===== config.mk =====
export PLATFORM = sky130hd
export DESIGN_NAME = exception_redirect_ctrl
export DESIGN_NICKNAME = d
export VERILOG_FILES = /design/src/rtl/exception_redirect_ctrl_pkg.sv /design/src/rtl/exception_redirect_ctrl.sv
export SDC_FILE = /design/constraint.sdc
export NUM_CORES = 1
export LEC_CHECK = 0
export CORE_UTILIZATION = 47
export CTS_BUF_LIST = sky130_fd_sc_hd__clkbuf_8
export DETAILED_ROUTE_END_ITERATION = 10
export PLACE_DENSITY = 0.89
export SLEW_MARGIN = 40
export SYNTH_ARGS = -nofsm -noshare
export SYNTH_HDL_FRONTEND = slang
export SYNTH_SLANG_ARGS = --single-unit

===== constraint.sdc =====
create_clock -name clk -period 3.55 [get_ports clk]
set_input_delay 0.71 -clock clk [delete_from_list [all_inputs] [get_ports clk]]
set_output_delay 0.71 -clock clk [all_outputs]
set_load 0.005 [all_outputs]

===== src/rtl/exception_redirect_ctrl_pkg.sv =====
// Shared types and constants for the exception/ERET redirect sequencer.
// Holds the state encoding, default parameters and the ExcCodes that carry a BadVAddr.
package exception_redirect_ctrl_pkg;

    typedef enum logic [1:0] {
        ST_IDLE     = 2'd0,
        ST_DRAIN    = 2'd1,
        ST_FLUSH    = 2'd2,
        ST_REDIRECT = 2'd3
    } state_e;

    localparam logic [31:0] EXC_VECTOR_DEF   = 32'hBFC0_0380;
    localparam int unsigned FLUSH_CYCLES_DEF = 2;
    localparam int unsigned DRAIN_MAX_DEF    = 255;

    localparam logic [4:0] EXC_ADEL = 5'h04;
    localparam logic [4:0] EXC_ADES = 5'h05;

    // Address-error exceptions are the only ones that update BadVAddr.
    function automatic logic needs_badvaddr(input logic [4:0] code);
        return (code == EXC_ADEL) || (code == EXC_ADES);
    endfunction

endpackage


===== src/rtl/exception_redirect_ctrl.sv =====
// Exception/ERET commit sequencer: latch request, commit CP0 once, drain memory,
// flush the pipeline and issue a single PC redirect.
module exception_redirect_ctrl
    import exception_redirect_ctrl_pkg::*;
#(
    parameter logic [31:0] EXC_VECTOR   = EXC_VECTOR_DEF,
    parameter int unsigned FLUSH_CYCLES = FLUSH_CYCLES_DEF,
    parameter int unsigned DRAIN_MAX    = DRAIN_MAX_DEF
) (
    input  logic        clk,
    input  logic        resetn,
    input  logic        exc_req,
    input  logic [4:0]  exc_code,
    input  logic [31:0] exc_epc,
    input  logic [31:0] exc_badvaddr,
    input  logic        exc_is_ds,
    input  logic        eret_req,
    input  logic [31:0] cp0_epc,
    input  logic        stall_w,
    input  logic        mem_busy,
    output logic        busy,
    output logic        flush_all,
    output logic        stall_fetch,
    output logic        cp0_commit,
    output logic        cp0_exl_set,
    output logic        cp0_exl_clr,
    output logic [4:0]  cp0_excode,
    output logic        cp0_bd,
    output logic [31:0] cp0_epc_wdata,
    output logic        cp0_badvaddr_we,
    output logic [31:0] cp0_badvaddr,
    output logic        redirect_valid,
    output logic [31:0] redirect_pc,
    output logic        drain_timeout
);

    localparam logic [7:0] DRAIN_LAST = 8'(DRAIN_MAX);
    localparam logic [7:0] FLUSH_LAST = 8'(FLUSH_CYCLES - 1);

    state_e      state_q, state_d;
    logic [7:0]  cnt_q, cnt_d;
    logic        accept;
    logic        timeout_hit;

    logic        busy_q, busy_d;
    logic        cp0_commit_q, cp0_commit_d;
    logic        cp0_exl_set_q, cp0_exl_set_d;
    logic        cp0_exl_clr_q, cp0_exl_clr_d;
    logic [4:0]  cp0_excode_q, cp0_excode_d;
    logic        cp0_bd_q, cp0_bd_d;
    logic [31:0] cp0_epc_wdata_q, cp0_epc_wdata_d;
    logic        cp0_badvaddr_we_q, cp0_badvaddr_we_d;
    logic [31:0] cp0_badvaddr_q, cp0_badvaddr_d;
    logic        redirect_valid_q, redirect_valid_d;
    logic [31:0] redirect_pc_q, redirect_pc_d;
    logic        drain_timeout_q, drain_timeout_d;

    // NOTE: sequential state uses non-blocking assignments so every flop samples
    // pre-edge values; blocking here would make results depend on statement order.
    always_ff @(posedge clk or negedge resetn) begin
        if (!resetn) begin
            state_q <= ST_IDLE;
            cnt_q   <= 8'd0;
        end else begin
            state_q <= state_d;
            cnt_q   <= cnt_d;
        end
    end

    // NOTE: every comb output gets a default first, so no path can infer a latch.
    always_comb begin
        state_d     = state_q;
        cnt_d       = cnt_q;
        accept      = 1'b0;
        timeout_hit = 1'b0;
        case (state_q)
            ST_IDLE: begin
                if ((exc_req || eret_req) && !stall_w) begin
                    accept  = 1'b1;
                    state_d = ST_DRAIN;
                    // Counter holds the number of DRAIN cycles including the current one.
                    cnt_d   = 8'd1;
                end
            end
            ST_DRAIN: begin
                if (!mem_busy) begin
                    state_d = ST_FLUSH;
                    cnt_d   = 8'd0;
                end else if (cnt_q == DRAIN_LAST) begin
                    state_d     = ST_FLUSH;
                    cnt_d       = 8'd0;
                    timeout_hit = 1'b1;
                end else begin
                    cnt_d = cnt_q + 8'd1;
                end
            end
            ST_FLUSH: begin
                if (cnt_q == FLUSH_LAST) begin
                    state_d = ST_REDIRECT;
                    cnt_d   = 8'd0;
                end else begin
                    cnt_d = cnt_q + 8'd1;
                end
            end
            ST_REDIRECT: state_d = ST_IDLE;
            default:     state_d = ST_IDLE;
        endcase
    end

    // Outputs are derived from the next state so the registered copies line up
    // with the state the FSM is in during the following cycle.
    always_comb begin
        busy_d            = (state_d != ST_IDLE);
        redirect_valid_d  = (state_d == ST_REDIRECT);
        cp0_commit_d      = accept;
        cp0_exl_set_d     = accept && exc_req;
        cp0_exl_clr_d     = accept && !exc_req;
        cp0_badvaddr_we_d = accept && exc_req && needs_badvaddr(exc_code);
        cp0_excode_d      = cp0_excode_q;
        cp0_bd_d          = cp0_bd_q;
        cp0_epc_wdata_d   = cp0_epc_wdata_q;
        cp0_badvaddr_d    = cp0_badvaddr_q;
        redirect_pc_d     = redirect_pc_q;
        drain_timeout_d   = drain_timeout_q || timeout_hit;
        if (accept) begin
            if (exc_req) begin
                cp0_excode_d    = exc_code;
                cp0_bd_d        = exc_is_ds;
                cp0_epc_wdata_d = exc_epc;
                cp0_badvaddr_d  = exc_badvaddr;
                redirect_pc_d   = EXC_VECTOR;
            end else begin
                redirect_pc_d   = cp0_epc;
            end
        end
    end

    always_ff @(posedge clk or negedge resetn) begin
        if (!resetn) begin
            busy_q            <= 1'b0;
            cp0_commit_q      <= 1'b0;
            cp0_exl_set_q     <= 1'b0;
            cp0_exl_clr_q     <= 1'b0;
            cp0_excode_q      <= 5'd0;
            cp0_bd_q          <= 1'b0;
            cp0_epc_wdata_q   <= 32'd0;
            cp0_badvaddr_we_q <= 1'b0;
            cp0_badvaddr_q    <= 32'd0;
            redirect_valid_q  <= 1'b0;
            redirect_pc_q     <= 32'd0;
            drain_timeout_q   <= 1'b0;
        end else begin
            busy_q            <= busy_d;
            cp0_commit_q      <= cp0_commit_d;
            cp0_exl_set_q     <= cp0_exl_set_d;
            cp0_exl_clr_q     <= cp0_exl_clr_d;
            cp0_excode_q      <= cp0_excode_d;
            cp0_bd_q          <= cp0_bd_d;
            cp0_epc_wdata_q   <= cp0_epc_wdata_d;
            cp0_badvaddr_we_q <= cp0_badvaddr_we_d;
            cp0_badvaddr_q    <= cp0_badvaddr_d;
            redirect_valid_q  <= redirect_valid_d;
            redirect_pc_q     <= redirect_pc_d;
            drain_timeout_q   <= drain_timeout_d;
        end
    end

    // Flush and fetch stall track busy exactly, so they share its flop.
    assign busy            = busy_q;
    assign flush_all       = busy_q;
    assign stall_fetch     = busy_q;
    assign cp0_commit      = cp0_commit_q;
    assign cp0_exl_set     = cp0_exl_set_q;
    assign cp0_exl_clr     = cp0_exl_clr_q;
    assign cp0_excode      = cp0_excode_q;
    assign cp0_bd          = cp0_bd_q;
    assign cp0_epc_wdata   = cp0_epc_wdata_q;
    assign cp0_badvaddr_we = cp0_badvaddr_we_q;
    assign cp0_badvaddr    = cp0_badvaddr_q;
    assign redirect_valid  = redirect_valid_q;
    assign redirect_pc     = redirect_pc_q;
    assign drain_timeout   = drain_timeout_q;

endmodule


==> results of run 1 <==
logic make-up after synthesis:
family	count (synthesis)	synth area share
adder cells (fa/ha/maj)	7	0.0172
AO/OA/AOI/OAI	63	0.0813
buffers and inverters	30	0.0331
flip-flops	119	0.584
multiplexers	70	0.183
AND/OR/NAND/NOR	98	0.101
registers in the layout, indices dropped and copies added, names as in the netlist:
signal and flops:
cp0_badvaddr 32, cnt_q 8, cp0_exl_set 1, cp0_commit 1, state_q 2, cp0_badvaddr_we 1
cp0_epc_wdata 32, busy 1, drain_timeout 1, cp0_bd 1, cp0_excode 5, redirect_valid 1
cp0_exl_clr 1, redirect_pc 32
worst paths after layout:
path                               start               end  slack, ns  cells after the start
hold reg to reg            drain_timeout     drain_timeout       0.46                      1
hold / removal                    resetn  cp0_badvaddr[10]       0.24                      1
max in group asynchronous         resetn     cp0_excode[0]       2.60                      2
setup / recovery                 exc_req          cnt_q[7]       1.07                      6
setup reg to reg              state_q[1]  cp0_epc_wdata[4]       1.25                      8
min in group clk           drain_timeout     drain_timeout       0.46                      1
routing by layer:
| layer | share of wire | vias up |
|---|---|---|
| met1 | 0.40 | 1867 |
| met2 | 0.50 | 199 |
| met3 | 0.077 | 30 |
| met5 | 0 | - |
| li1 | - | 1799 |
| met4 | 0.030 | 0 |
placed cells by master (no fill, tap or decap), types with 2 or more instances in the layout:
cell type          n
nand3_1            5
clkdlybuf4s50_1  217
bufinv_16          2
nand2b_1           2
nor3_1             3
clkinv_2           8
o2111ai_1          6
mux2_2            31
inv_1             10
a21o_1             2
nor2_1            28
dfrtp_1          119
buf_4              5
clkbuf_8          17
mux2_4            39
nor4_1             2
o311ai_0           3
nand2_1           29
ha_1               7
o21ai_0           24
a21oi_1           14
o211ai_1           5
nand3b_1          20
buf_12             2
cell type report:
| class | count | area, µm² |
|---|---|---|
| fill | 708 | 2670 |
| tap | 136 | 170 |
| clock buffer | 17 | 234 |
| sequential | 119 | 2980 |
| timing repair buffer | 225 | 2260 |
| inverter | 7 | 26.3 |
| clock inverter | 15 | 123 |
| multi-input combinational | 238 | 1950 |
power breakdown:
part           total [mW]  internal, mW  switching (mW)
combinational        2.66          1.73           0.929
clock                1.12         0.601           0.520
sequential           2.33          1.96           0.369
total                6.11          4.29            1.82
worst max-delay path, delay by kind of cell:
kind                   cells  cell delay (ns)
buffers and inverters      2             0.93
AOI/OAI and AO/OA          4             1.12
per-stage QoR:
stage	setup WS [ns]	cell area, µm²	instances	utilization	power, mW
finish	1.07	7740	757	0.743	6.11
global route	0.956	7740	757	0.743	6.46
CTS	1.13	7740	757	0.743	6.16
detailed placement	0.653	7380	725	0.709	5.00
global placement	0.733	7380	725	0.709	4.87
floorplan	1.58	5100	387	-	3.40
==> impl_metrics.json, run 1 <==
{
  "outcome": "completed",
  "grt_use_total": 0.250,
  "seq_area_frac_synth": 0.584,
  "initial_utilization": 0.489,
  "cts_buffers": 17,
  "ios": 219,
  "synth_top_area_frac": 0.584,
  "vias": 3895,
  "synth_area_mm2": 0.00510,
  "finalWirelength_um": 13400,
  "synth_fp_nets": 502,
  "period_share": 0.698,
  "gp_routability_congestion": 0.846,
  "period_needed_ns": 2.48,
  "ir_worst_vdd_v": 0.000445,
  "core_area_mm2": 0.0104,
  "dp_hpwl_um": 9680,
  "top_usage_layer": "met2",
  "final-hold-violation-count": 0,
  "slew_headroom": 0.623,
  "yosysWarnings": 0,
  "wire_per_inst_um": 17.7,
  "syn-instance-count": 387,
  "chipWidth_um": 106,
  "fin_skew_ns": 0.00643,
  "tightest_slew_ns": 0.565,
  "io_buffers": 218,
  "use_met2": 0.410,
  "cts.root.buffer_cell": "clkbuf_8",
  "cp_data_required_time_ns": 3.85,
  "clock.fmax_ghz": 0.404,
  "synth_ff_type": "dfrtp_1",
  "cts.sinks": 119,
  "area_growth_pct": 51.9,
  "path_cells": "clkdlybuf4s50_1 > o21bai_4 > buf_4 > a21oi_1 > o211ai_1 > o311ai_0",
  "clk_path_buf_depth": 2,
  "cp_slowest_cell": "clkdlybuf4s50_1",
  "post-route-drc-count": 0,
  "yosysMostFrequentCell": "dfrtp_1",
  "use_met3": 0.0779,
  "diodes": 0,
  "p_leak_nw": 3.34,
  "cts_resized": 0,
  "totalNegativeSetupSlack_ns": 0,
  "viasPerCell": 5.15,
  "h-tree-depth": 4,
  "antenna_left": 0,
  "antenna_found_initial": 0,
  "clk_pin_slew_ns": 0.07,
  "critical_path_class": "in2reg",
  "grt_pass1_vias": 4207,
  "yosys.cell_types.count": 42,
  "ys_seq_elements": 119,
  "grtUsageMet1": 0.300,
  "worstPathArrival_ns": 2.77,
  "fin_nets": 723,
  "startpoint_type": "primary input",
  "yosys-top-cells-count": "dfrtp_1, mux2_4, mux2_2",
  "min_path_type": "in2async",
  "maxCapViolations": 0,
  "grt_remaining_overflow": 0,
  "insertion_delay_ns": 0.42,
  "grt_pass1_wl_um": 21500,
  "cts_hold_buf": 0,
  "synth.avg_cell_area_um2": 13.2,
  "yosysTopAreaCell": "dfrtp_1",
  "async_flop_share": 1.00,
  "cts_tree": "done",
  "hold_ws_ns": 0.240,
  "first_pass_iters": 4,
  "setup_viol_count_final": 0,
  "cellPowerDensity_mw_per_mm2": 789,
  "rows": 37,
  "cpPeakStageDelay_ns": 0.70,
  "synth_edf_count": 0,
  "synth.area.top_cells": "dfrtp_1, mux2_4, mux2_2, nand3b_1, o21ai_0",
  "drtIter0Drc": 179,
  "die_h_um": 106,
  "grt_max_degree": 61,
  "crit_path_max_fanout": 25,
  "drive_above_1_share": 0.182,
  "grt_setup_unrepaired": "no",
  "dieArea_mm2": 0.0113,
  "slew_violations": 0,
  "crit_path_end_kind": "flop",
  "post_cts.repair.setup_buffers": 0
}
(Power assumes the default switching activity.)
==> run 2: changes to the inputs <==
--- a/config.mk
+++ b/config.mk
@@ -5,10 +5,10 @@
 export SDC_FILE = /design/constraint.sdc
 export NUM_CORES = 1
 export LEC_CHECK = 0
-export CORE_UTILIZATION = 47
+export CORE_UTILIZATION = 40
 export CTS_BUF_LIST = sky130_fd_sc_hd__clkbuf_8
 export DETAILED_ROUTE_END_ITERATION = 10
-export PLACE_DENSITY = 0.89
+export PLACE_DENSITY = 0.8
 export SLEW_MARGIN = 40
 export SYNTH_ARGS = -nofsm -noshare
 export SYNTH_HDL_FRONTEND = slang
==> constraint.sdc (replaced) <==
create_clock -name clk -period 2.15 [get_ports clk]
set_input_delay 0.43 -clock clk [delete_from_list [all_inputs] [get_ports clk]]
set_output_delay 0.43 -clock clk [all_outputs]
set_load 0.005 [all_outputs]
==> run 2 against run 1 <==
  * Global-route usage decreased by 3.9 points
  * Total power increased by 64%
  * Routed wire length increased by 0.95%
  * Die area increased by 17%
==> impl_metrics.json, run 2 (synthesis gave the netlist of run 1 again) <==
{
  "totalNegativeSetupSlack_ns": 0,
  "core_area_mm2": 0.0122,
  "critical_path_class": "reg2reg",
  "clk_pin_slew_ns": 0.08,
  "power_switching_share": 0.299,
  "seqPwrFrac": 0.381,
  "chipWidth_um": 115,
  "post-route-drc-count": 0,
  "placed_cell_area_mm2": 0.00751,
  "die_h_um": 115,
  "wire_per_inst_um": 16.9,
  "outcome": "completed",
  "vias": 3877,
  "cts_tree": "done",
  "grt_pass1_vias": 4079,
  "slew_headroom": 0.633,
  "initial_utilization": 0.417,
  "design_area_mm2": 0.00785,
  "cp_data_required_time_ns": 2.46,
  "worstPathArrival_ns": 2.25,
  "setup_viol_count_final": 0,
  "dieArea_mm2": 0.0132,
  "area_growth_pct": 54.1,
  "drtIter0Drc": 127,
  "p_leak_nw": 3.37,
  "first_pass_iters": 5,
  "fin_nets": 732,
  "antenna_found_initial": 0,
  "grt_pass1_wl_um": 21100,
  "cts.sinks": 119,
  "startpoint_type": "flop",
  "final_cell_mix": "clkdlybuf4s50_1, dfrtp_1, mux2_4",
  "fin_skew_ns": 0.0143,
  "crit_path_end_kind": "flop",
  "clk_path_buf_depth": 2,
  "dp_hpwl_um": 9900,
  "final_common_cell": "clkdlybuf4s50_1",
  "crit_path_max_fanout": 35,
  "cts.root.buffer_cell": "clkbuf_8",
  "insertion_delay_ns": 0.43,
  "grt_max_degree": 46,
  "diodes": 0,
  "h-tree-depth": 4,
  "period_share": 0.902,
  "viasPerCell": 4.86,
  "gp_routability_congestion": 0.839,
  "grt_setup_unrepaired": "no",
  "grt_use_total": 0.211,
  "combPwrFrac": 0.446,
  "finalWirelength_um": 13500,
  "maxCapViolations": 0,
  "tightest_slew_ns": 0.550,
  "post_cts.repair.setup_buffers": 0,
  "io_buffers": 218,
  "ir_worst_vdd_v": 0.000532,
  "grt_remaining_overflow": 0,
  "power.switching_mw": 2.99,
  "drive_above_1_share": 0.196,
  "rows": 40,
  "cellPowerDensity_mw_per_mm2": 1270,
  "final-hold-violation-count": 0,
  "nFillCells": 993,
  "cts_buffers": 17,
  "slew_violations": 0,
  "antenna_left": 0,
  "clock_power_share": 0.172,
  "p_int_mw": 7.01,
  "ios": 219,
  "min_path_type": "reg2reg",
  "clock.fmax_ghz": 0.516,
  "period_needed_ns": 1.94
}
run 2: power by group through the flow:
stage	Clock (mW)	Sequential [mW]	Combinational, mW
4_1_cts	1.77	3.83	4.52
2_1_floorplan	0	3.84	1.76
6_report	1.72	3.81	4.46
3_3_place_gp	0	3.80	4.35
3_5_place_dp	0	3.85	4.50
5_1_grt	1.87	3.94	4.82
run 2: worst paths after layout:
check,depth (start not counted),from,slack (ns),endpoint
setup reg to reg,8,state_q[1],0.21,cp0_epc_wdata[1]
max in group asynchronous,3,resetn,0.93,cp0_exl_clr
setup / recovery,8,state_q[1],0.21,cp0_epc_wdata[1]
hold / removal,1,drain_timeout,0.49,drain_timeout
hold reg to reg,1,drain_timeout,0.49,drain_timeout
min in group asynchronous,2,resetn,0.59,cp0_epc_wdata[12]
run 2: repair_timing:
item | 4_1_cts | 5_1_grt
hold endpoints to repair | 31 | 0
hold buffers | 1 | 0
gates resized for setup | 0 | 1
setup endpoints to repair | 0 | 3
run 2: worst max-delay path: stages (launching register included):
cell and delay [ns]:
dfrtp_1 0.42, inv_1 0.14, ha_1 0.21, inv_1 0.12, nor2_8 0.16, nand2_8 0.06
clkinv_2 0.08, buf_12 0.25, mux2_2 0.37
run 2: metrics by stage:
| step | power, mW | utilization | hold slack [ns] | setup WS (ns) | std cells |
|---|---|---|---|---|---|
| final | 10.0 | 0.643 | 0.494 | 0.212 | 797 |
| after global routing | 10.6 | 0.643 | 0.514 | 0.0703 | 797 |
| after CTS | 10.1 | 0.643 | 0.503 | 0.181 | 797 |
| after detailed placement | 8.35 | 0.615 | 0.454 | 0.00290 | 765 |
| after global placement | 8.15 | 0.615 | 0.440 | 0.0506 | 765 |
| after floorplan | 5.61 | - | 0.134 | 0.288 | 387 |
run 2: per-layer routing:
metal / vias up / part of all wire / track usage / routed length (µm)
li1: 1820 / - / - / -
met2: 150 / 0.49 / 0.354 / 6650
met5: - / 0 / 0 / 0
met4: 0 / 0.019 / 0.0753 / 251
met1: 1884 / 0.41 / 0.254 / 5560
met3: 23 / 0.076 / 0.0685 / 1030
run 2: final cells by class:
cell class                      instances  area [µm²]  share of cell area
Sequential cell                       119        2980               0.379
Timing Repair Buffer                  234        2350               0.300
Clock buffer                           20         275              0.0351
Tap cell                              168         210              0.0268
Multi-Input combinational cell        238        1950               0.248
Inverter                                7        27.5             0.00351
Clock inverter                         11        58.8             0.00749
